--- src/rtl/audio_mix_seq.sv ---
`default_nettype none
// ============================================================================
// Module   : audio_mix_seq
// Purpose  : Time-shares one signed 8x7 volume multiplier across the four
//            Paula channels and accumulates the 15-bit left/right mix sums.
// Revision : 1.0 - initial release
// ============================================================================
module audio_mix_seq (
    input  logic        clk,
    input  logic        reset_n,
    input  logic        sample_en,
    input  logic [3:0]  chen,
    input  logic [7:0]  smp0,
    input  logic [7:0]  smp1,
    input  logic [7:0]  smp2,
    input  logic [7:0]  smp3,
    input  logic [6:0]  vol0,
    input  logic [6:0]  vol1,
    input  logic [6:0]  vol2,
    input  logic [6:0]  vol3,
    output logic [14:0] ldatasum,
    output logic [14:0] rdatasum,
    output logic        busy,
    output logic        done,
    output logic        ovr
);

    typedef enum logic [2:0] {
        S_IDLE = 3'd0,
        S_CH0  = 3'd1,
        S_CH1  = 3'd2,
        S_CH2  = 3'd3,
        S_CH3  = 3'd4,
        S_OUT  = 3'd5
    } state_t;

    state_t      r_state;
    state_t      w_state_nxt;

    logic [7:0]  r_smp [4];
    logic [6:0]  r_vol [4];
    logic [3:0]  r_chen;
    logic [14:0] r_lacc;
    logic [14:0] r_racc;
    logic [14:0] r_ldatasum;
    logic [14:0] r_rdatasum;
    logic        r_done;
    logic        r_ovr;

    logic        w_accept;
    logic        w_ch_active;
    logic        w_left;
    logic [1:0]  w_ch;
    logic [7:0]  w_smp;
    logic [6:0]  w_vol_sel;
    logic [6:0]  w_vol_eff;
    logic [13:0] w_mul_a;
    logic [13:0] w_mul_b;
    logic [13:0] w_mul_p;
    logic [14:0] w_term;

    // The OUT cycle can accept a new strobe so passes can run every 5 cycles.
    assign w_accept = sample_en && ((r_state == S_IDLE) || (r_state == S_OUT));

    always_comb begin
        w_state_nxt = r_state;
        w_ch        = 2'd0;
        w_ch_active = 1'b0;
        case (r_state)
            S_IDLE: begin
                if (w_accept) begin
                    w_state_nxt = S_CH0;
                end
            end
            S_CH0: begin
                w_ch        = 2'd0;
                w_ch_active = 1'b1;
                w_state_nxt = S_CH1;
            end
            S_CH1: begin
                w_ch        = 2'd1;
                w_ch_active = 1'b1;
                w_state_nxt = S_CH2;
            end
            S_CH2: begin
                w_ch        = 2'd2;
                w_ch_active = 1'b1;
                w_state_nxt = S_CH3;
            end
            S_CH3: begin
                w_ch        = 2'd3;
                w_ch_active = 1'b1;
                w_state_nxt = S_OUT;
            end
            S_OUT: begin
                w_state_nxt = w_accept ? S_CH0 : S_IDLE;
            end
            default: begin
                w_state_nxt = S_IDLE;
            end
        endcase
    end

    // Shared multiplier: sign-extended sample times zero-extended clamped volume.
    assign w_smp     = r_smp[w_ch];
    assign w_vol_sel = r_vol[w_ch];
    assign w_vol_eff = w_vol_sel[6] ? 7'd64 : w_vol_sel;
    assign w_mul_a   = {{6{w_smp[7]}}, w_smp};
    assign w_mul_b   = {7'd0, w_vol_eff};
    assign w_mul_p   = w_mul_a * w_mul_b;
    assign w_term    = r_chen[w_ch] ? {w_mul_p[13], w_mul_p} : 15'd0;
    assign w_left    = (w_ch == 2'd0) || (w_ch == 2'd3);

    always_ff @(posedge clk or negedge reset_n) begin
        if (!reset_n) begin
            r_state    <= S_IDLE;
            r_chen     <= 4'd0;
            r_lacc     <= 15'd0;
            r_racc     <= 15'd0;
            r_ldatasum <= 15'd0;
            r_rdatasum <= 15'd0;
            r_done     <= 1'b0;
            r_ovr      <= 1'b0;
            for (int i = 0; i < 4; i++) begin
                r_smp[i] <= 8'd0;
                r_vol[i] <= 7'd0;
            end
        end else begin
            r_state <= w_state_nxt;
            r_done  <= 1'b0;
            r_ovr   <= sample_en && w_ch_active;

            if (w_accept) begin
                r_smp[0] <= smp0;
                r_smp[1] <= smp1;
                r_smp[2] <= smp2;
                r_smp[3] <= smp3;
                r_vol[0] <= vol0;
                r_vol[1] <= vol1;
                r_vol[2] <= vol2;
                r_vol[3] <= vol3;
                r_chen   <= chen;
                r_lacc   <= 15'd0;
                r_racc   <= 15'd0;
            end else if (w_ch_active) begin
                if (w_left) begin
                    r_lacc <= r_lacc + w_term;
                end else begin
                    r_racc <= r_racc + w_term;
                end
            end

            if (r_state == S_OUT) begin
                r_ldatasum <= r_lacc;
                r_rdatasum <= r_racc;
                r_done     <= 1'b1;
            end
        end
    end

    assign ldatasum = r_ldatasum;
    assign rdatasum = r_rdatasum;
    assign done     = r_done;
    assign ovr      = r_ovr;
    assign busy     = (r_state != S_IDLE);

endmodule
`default_nettype wire

--- config.mk ---
export PLATFORM = sky130hd
export DESIGN_NAME = audio_mix_seq
export DESIGN_NICKNAME = d
export VERILOG_FILES = /design/src/rtl/audio_mix_seq.sv
export SDC_FILE = /design/constraint.sdc
export NUM_CORES = 1
export LEC_CHECK = 0
export ABC_AREA = 1
export CORE_ASPECT_RATIO = 1.4
export CORE_MARGIN = 4
export CORE_UTILIZATION = 54
export CTS_BUF_LIST = sky130_fd_sc_hd__clkbuf_4
export DETAILED_ROUTE_END_ITERATION = 8
export PLACE_DENSITY = 0.8
export SETUP_SLACK_MARGIN = 0.05
export SYNTH_ARGS = -nofsm -noshare
export SYNTH_HDL_FRONTEND = slang
export SYNTH_SLANG_ARGS = --single-unit
--- constraint.sdc ---
create_clock -name clk -period 5.8 [get_ports clk]
set_input_delay 1.16 -clock clk [delete_from_list [all_inputs] [get_ports clk]]
set_output_delay 1.16 -clock clk [all_outputs]
set_load 0.01 [all_outputs]
Yosys cells after proc, flatten, opt, wreduce, memory -nomap -nowiden --
Cells that the tools add are included.
Operators by class: multipliers 1, bitwise gates (word level) 1, $add $sub $neg 2, equality and inequality tests 8, reduce and logical (&&, ||, !) cells 12, multiplexer cells 22, magnitude comparators 2
Operators by type and width (count):
- 15-bit two-way mux | 7
- 15-bit adder | 2
- 7-bit two-way mux | 3
- 3-bit case mux with 6 select lines | 1
- 8-bit binary-select mux with 2-bit select | 1
- 8-bit two-way mux | 2
- 7-bit binary-select mux with 2-bit select | 1
- 8-bit by 8-bit multiplier with 14-bit output | 1
- 3-bit by 2-bit equality test with 1-bit output (second input constant) | 2
- 3-bit equality test (second input constant) | 2
- 2-bit case mux with 3 select lines | 1
- 1-bit two-way mux | 4
- 2-bit != test (second input constant) | 2
- 2-bit AND reduction | 2
- 2-bit nonzero test | 2
- 4-bit OR reduction | 1
- 3-bit by 1-bit equality test with 1-bit output (second input constant) | 1
- 3-bit >= comparator (second input constant) | 1
- 3-bit zero test | 1
- 2-bit by 3-bit < comparator with 1-bit output (second input constant) | 1
- 3-bit two-way mux | 1
- 2-bit inverter with 3-bit output | 1
- 3-bit nonzero test | 1
- 1-bit binary-select mux with 2-bit select | 1
- other kinds (4) | 6
Storage, ports and cells: word-level logic and storage cells 64, flip-flop bits (word level) 129, output and inout port bits 33, bits of input ports 67

Depth between registers and ports, before layout --
Gate-level depths: netlist of the first run.
depth in word-level cells 13, mapped depth 39, gate-level depth less buffers 39

Worst setup path after synthesis of the first run --
No wires, ideal clock.
kind register to register, start register r_state[2], end register r_racc[11], arrival time 6070 ps, setup time 132 ps, path slack -402 ps, clock period less this slack 6202 ps, path buffers 2, stages on the path, launching flop included 35, data required time 5668 ps, cells stage by stage dfrtp_1 > inv_2 > nand2_2 > nand2_4 > nand2_4 > buf_6 > buf_2 > or2_2 > a32oi_2 > nor2_1 > fa_1 > inv_1 > fa_1 > inv_1 > fa_1 > inv_1 > fa_1 > inv_1 > ha_1 > a21oi_1 > nand2_1 > a21oi_1 > o21ai_0 > a21oi_1 > ha_1 > nand2_1 > inv_1 > a21oi_1 > nand2_1 > a31oi_1 > nor2_1 > o21ai_1 > nand2_1 > nor2_1 > o22ai_2
Between the ends: longest elaborated chain between the ends 13, elaborated cells between the ends (all ways) 33, those cells by class 1 x add/sub; 1 x mul; 7 x eq/ne; 15 x mux; 1 x bitwise; 8 x reduce/logical
Ends and longest elaborated chain:
- start, declared | line 37 | state_t r_state;
- start signal, assigned | line 129 | r_state <= w_state_nxt;
- 3-bit equality test / 3-bit by 2-bit equality test with 1-bit output (equally long branches) | line 69 | case (r_state)
- 2-bit case mux with 3 select lines | line 69
- 2-bit inverter with 3-bit output (implied by the code) | line 105, 106
- 7-bit binary-select mux with 2-bit select | line 106 | assign w_vol_sel = r_vol[w_ch];
- 7-bit two-way mux (implied by the code) (2 in a row) | line 106
- 7-bit two-way mux | line 107 | assign w_vol_eff = w_vol_sel[6] ? 7'd64 : w_vol_sel;
- 8-bit by 8-bit multiplier with 14-bit output | line 110 | assign w_mul_p = w_mul_a * w_mul_b;
- 15-bit two-way mux | line 111 | assign w_term = r_chen[w_ch] ? {w_mul_p[13], w_mul_p} : 15'd0;
- 15-bit adder | line 149 | r_racc <= r_racc + w_term;
- 15-bit two-way mux | line 146 | if (w_left) begin
- 15-bit two-way mux | line 145 | end else if (w_ch_active) begin
- 15-bit two-way mux | line 133 | if (w_accept) begin
- end signal, assigned | line 149
- end, declared | line 44 | logic [14:0] r_racc;
Parallel ways exist; a longest one is shown, timed or not. The select of a mux whose other input is x is not followed. A chain may end at the register's enable or synchronous reset.

Worst setup path in the final report of the first run --
start register r_state[0], end register r_racc[11]
Same word-level chain as after synthesis.

==> results of run 1 <==
-- path summary, 6_finish.rpt --
check,start,depth (start not counted),to
max,r_state[0],34,r_racc[11]
min,r_vol[12],2,r_vol[12]
max reg2reg,r_state[0],34,r_racc[11]
min reg2reg,r_vol[12],2,r_vol[12]
max in group asynchronous,reset_n,2,r_state[1]
min in group asynchronous,reset_n,1,ldatasum[6]
-- cell type report --
type                    instances  area [um^2]  share of cell area [%]
flip-flops and latches        129         3230                    25.0
clock inverters                15          165                    1.28
clock buffers                  17          128                   0.988
multi-input cells             890         6080                    47.0
well taps                     203          254                    1.97
repair buffers                259         2330                    18.1
repair inverters                1         6.26                  0.0484
inverters                     187          721                    5.58
diodes                          1         2.50                  0.0194
-- cell usage in the layout, fill, tap and decap left out, drive strengths merged, types with 3 or more instances in the layout --
master         synthesis  layout
nand2                411     412
inv                  187     196
buf                   13     161
dfrtp                129     129
nor2                 127     127
clkdlybuf4s50          0      98
o21ai                 85      85
nand3                 65      65
ha                    52      52
fa                    43      43
a21oi                 35      35
clkbuf                22      17
o22ai                 16      16
nand4                 12      12
or2                    8       8
nor3                   7       7
clkinv                 0       5
o32a                   4       4
nand3b                 4       4
a31o                   3       3
o32ai                  3       3
a32oi                  3       3
-- Yosys cell counts, types with 12 or more instances --
master    instances  share of area [%]
nand2_1         398                 16
inv_1           181                7.4
dfrtp_1         129                 35
nor2_1          121                4.9
o21ai_0          81                4.4
nand3_1          58                3.2
ha_1             52                7.1
fa_1             43                9.3
a21oi_1          33                1.8
clkbuf_1         22               0.90
o22ai_1          14               0.95
nand4_1          12               0.81
-- flip-flops by register name, indices dropped and copies added, names as in the netlist, 3 cells and up --
name,count
r_chen,4
r_lacc,15
r_racc,15
ldatasum,15
r_state,3
rdatasum,15
r_vol,28
r_smp,32
-- through the flow --
stage	setup TNS, ns	utilization, %	hold slack (ns)	std cells
2_1_floorplan	-0.000523	-	0.434	1240
3_3_place_gp	-2.04	68.5	0.451	1636
6_report	-3.77	77.1	0.490	1702
5_1_grt	-7.82	77.1	0.512	1702
4_1_cts	-1.30	74.3	0.490	1694
3_5_place_dp	-4.05	68.5	0.456	1636
-- worst max-delay path, delay by kind of cell, from the launching register on --
family / cells / cell delay, ns
buffers and inverters: 10 / 0.98
adder cells (fa/ha/maj): 6 / 2.44
flip-flops: 1 / 0.45
AO/OA/AOI/OAI: 10 / 1.60
AND/OR/NAND/NOR: 8 / 0.67
-- cell families (layout without fill, tap and decap cells) --
kind of cell / Yosys count / after routing / synth area share, %
buffers and inverters: 222 / 479 / 9.43
and+or+nand+nor: 635 / 636 / 29.0
other: 0 / 1 / 0
AOI/OAI and AO/OA: 159 / 159 / 10.1
adders and majority gates: 95 / 95 / 16.4
DFF: 129 / 129 / 35.0
-- metal layers --
metal  GRT usage, %  vias up  share of wire (%)
li1               -     4400                  -
met4           22.4        0                7.9
met1           29.1     4404                 35
met5              0        -                  0
met2           51.7      396                 53
met3           3.79      147                4.8
-- what timing repair did --
item,in CTS,in global routing
gates resized for setup,100,115
buffers inserted,22,10
pin swaps,57,68
cloned,4,0
setup endpoints to repair,13,17
==> run_results.csv, run 1 <==
group,metric,value,unit
cts,clock_latency,0.59,ns
yosys,synth_cells,1240,
grt,grt_max_degree,73,
yosys,synth_cell_types,40,
routing,vias_per_cell,5.49,
cells_and_area,area_growth,40.2,%
timing,fin_crit,6.26,ns
timing,timing.fmax,160,MHz
placement,dp_slack,-0.451,ns
routing,vias,9347,
timing,finalCritPeriodShare,108,%
grt,overflow,0,
floorplanning,initial_core_util,55.0,%
yosys,synth_seq_cells,129,
yosys,synth_ff_type,"dfrtp_1",
critical_path,cp.required,6.27,ns
placement,gp_congestion,0.940,
cells_and_area,layout.nets,1647,
job,max-cap-violations,0,
cells_and_area,drive_gt1_share,26.8,%
yosys,synthArstFlopShare,100,%
floorplanning,coreArea,16700,um^2
outcome,violations,"setup timing",
placement,port_buffers,99,
yosys,ys_warn_count,0,
yosys,syn_area,9210,um^2
critical_path,start_kind,"register",
cts,cts_buffer_depth,2,
floorplanning,die_area,19200,um^2
floorplanning,num_rows,56,
yosys,avgSynthCellArea,7.43,um^2
critical_path,cp_slowest_cell,"fa_1",
critical_path,crit_arrival,6.73,ns
yosys,yosysSeqAreaShare,35.0,%
routing,drc,0,
floorplanning,io_pins,100,
critical_path,crit_type,"register to register",
cts,cts-buffers-inserted,17,
timing,worst_pin_slew,0.885,ns
cts,clk_pin_slew,0.14,ns
routing,dr.pass1.iters,6,
yosys,synth_edf_count,0,
timing,setup_viol,13,
yosys,syn_nets,1402,
min_path,hp-class,"register to register",
cts,htreeDepth,4,
critical_path,critPathMaxFanout,8,
cts,numClockSinks,129,
floorplanning,die-width,118,um
timing,fin_skew,0.0381,ns
routing,drt.antenna.violating_nets,0,
critical_path,rrSetupSlack,-0.46,ns
critical_path,critPathMostFrequentCell,"fa_1",
routing,wl_per_cell,16.5,um
cts,cts_tree,"done",
cells_and_area,fill_cells,1113,
timing,drv_slew,0,
floorplanning,die_y,163,um
placement,dp_hpwl,19.2,mm
cts,cts-root-buf,"clkbuf_4",
placement,place_area,11500,um^2
routing,wl,28.1,mm
timing,rsz0062_at_grt,"true",
grt,grt_pass1_vias,9622,
grt,antenna_found_initial,1,
timing,final.setup.worst_slack,-0.461,ns
critical_path,worst_setup_path_end_kind,"register",
routing,drt-initial-drc-count,726,
critical_path,critPathMaxStageDelay,0.54,ns
cts,postCtsHoldBufs,0,
cells_and_area,final_area,12900,um^2
timing,relSlewSlack,40.8,%
grt,grt_usage,28.4,%
timing,hold_viol,0,
outcome,status,"finished, violations left",
grt,grt_pass1_wl,43.8,mm
Power of run 1 is left out: the tool's default activity adds up to more than one toggle a clock period on the data nets, which glitch-free logic cannot reach.
==> inputs of run 2 (changes only) <==
--- a/config.mk
+++ b/config.mk
@@ -8,10 +8,10 @@
 export ABC_AREA = 1
 export CORE_ASPECT_RATIO = 1.4
 export CORE_MARGIN = 4
-export CORE_UTILIZATION = 54
+export CORE_UTILIZATION = 64
 export CTS_BUF_LIST = sky130_fd_sc_hd__clkbuf_4
 export DETAILED_ROUTE_END_ITERATION = 8
-export PLACE_DENSITY = 0.8
+export PLACE_DENSITY = 0.89
 export SETUP_SLACK_MARGIN = 0.05
 export SYNTH_ARGS = -nofsm -noshare
 export SYNTH_HDL_FRONTEND = slang
==> constraint.sdc (replaced) <==
create_clock -name clk -period 8.1 [get_ports clk]
set_input_delay 1.62 -clock clk [delete_from_list [all_inputs] [get_ports clk]]
set_output_delay 1.62 -clock clk [all_outputs]
set_load 0.05 [all_outputs]
==> run 2 against run 1 <==
  * The run now ends clean
  * Clock skew is 0.020 ns lower
  * Via count fell by 10%
  * Cell count shrank 10%
  * Count of clock-buffer cells in the layout is the same
  * Design area down 18%
  * Sequential share of layout area grew 5.4 points
  * Critical path type unchanged
  * Largest cell class unchanged
  * Highest routed layer unchanged
==> run_results.csv, run 2 (synthesis results as in run 1) <==
group,metric,value,unit
placement,port_buffers,99,
critical_path,worst_setup_path_end_kind,"register",
cells_and_area,final_cell_mix,"398 x nand2_1, 181 x inv_1, 129 x dfrtp_1",
placement,dp_slack,0.785,ns
critical_path,critPathMaxFanout,34,
timing,finalSetupTns,0,ns
timing,rsz0062_at_grt,"false",
routing,wl,22.8,mm
cells_and_area,reg_top3,"r_smp: 32 flops, r_vol: 28 flops",
timing,fin_skew,0.0185,ns
timing,timing.fmax,135,MHz
cts,cts_resized,0,
critical_path,critPathMaxStageDelay,0.54,ns
cells_and_area,drive_gt1_share,6.63,%
timing,drv_slew,0,
min_path,hp-class,"register to register",
grt,grt_pass1_wl,37.9,mm
critical_path,crit_type,"register to register",
critical_path,cp_slowest_cell,"fa_1",
cts,clock_latency,0.54,ns
cells_and_area,area_growth,15.3,%
outcome,status,"finished, final reports clean",
timing,hold_viol,0,
grt,antenna_found_initial,1,
critical_path,start_kind,"register",
timing,finalCritPeriodShare,91.6,%
cts,numClockSinks,129,
floorplanning,coreArea,14000,um^2
job,max-cap-violations,0,
min_path,min_path_cells,2,
floorplanning,die_area,16400,um^2
routing,drt.antenna.violating_nets,0,
timing,relSlewSlack,38.9,%
cts,cts_tree,"done",
cts,htreeDepth,4,
routing,vias,8403,
cells_and_area,utilization,75.7,%
cts,cts-buffers-inserted,17,
floorplanning,die_y,150,um
routing,vias_per_cell,5.50,
cts,postCtsHoldBufs,0,
timing,fin_crit,7.42,ns
grt,grt_pass1_vias,8239,
cts,cts-root-buf,"clkbuf_4",
timing,worst_pin_slew,0.914,ns
placement,gp_congestion,0.926,
routing,wl_per_cell,14.9,um
floorplanning,initial_core_util,65.6,%
cts,clk_pin_slew,0.13,ns
critical_path,crit_arrival,7.90,ns
routing,dr.pass1.iters,5,
cells_and_area,regMostFlops,"r_smp",
routing,drt-initial-drc-count,460,
cts,post_cts.repair.setup_buffers,0,
grt,overflow,0,
grt,grt_max_degree,73,
cells_and_area,layout.cells.non_filler,1528,
cells_and_area,final_common_cell,"nand2_1",
cells_and_area,largest_reg_flops,32,
floorplanning,num_rows,51,
timing,final.setup.worst_slack,0.684,ns
grt,grt_usage,29.3,%
floorplanning,die-width,109,um
placement,dp_hpwl,18.1,mm
cells_and_area,layout.nets,1491,
floorplanning,io_pins,100,
cts,cts_buffer_depth,2,
critical_path,cp.required,8.58,ns
routing,drc,0,
timing,setup_viol,0,
critical_path,ff2ff_path_depth,33,
placement,dp.cells,1495,
## run 2: worst paths after layout
path,endpoint,from,slack (ns)
max in group asynchronous,r_state[0],reset_n,5.63
hold reg to reg,r_smp[2],r_smp[2],0.49
setup reg to reg,r_racc[14],r_state[0],0.68
setup / recovery,r_racc[14],r_state[0],0.68
hold / removal,r_smp[2],r_smp[2],0.49
min in group asynchronous,r_lacc[8],reset_n,1.13
## run 2: metal layers
| layer | global-route usage (%) | share of wire, % | wire length (um) |
|---|---|---|---|
| met3 | 3.88 | 4.5 | 1040 |
| met4 | 16.7 | 5.9 | 1340 |
| met2 | 52.7 | 52 | 11800 |
| met1 | 32.7 | 38 | 8660 |
| met5 | 0 | 0 | 0 |
## run 2: final cells by class
type | count | area, um^2
multi-input cells | 889 | 5130
fillers | 1092 | 3410
flip-flops and latches | 129 | 3230
repair buffers | 105 | 1030
inverters | 187 | 702
well taps | 185 | 231
clock inverters | 15 | 171
clock buffers | 17 | 128
diodes | 1 | 2.50
## run 2: worst max-delay path, delay by kind of cell (launching register included)
kind,cells,cell delay [ns]
fa+ha+maj,6,2.68
compound gates,6,1.36
flops,1,0.43
buf+inv,8,1.08
simple gates,13,1.81
## run 2: metrics by stage
stage,cell area (um^2),hold WS [ns]
floorplan,9210,0.434
global placement,10300,0.451
detailed placement,10300,0.455
CTS,10600,0.487
global route,10600,0.504
finish,10600,0.489
Power of run 2 is left out for the same reason.
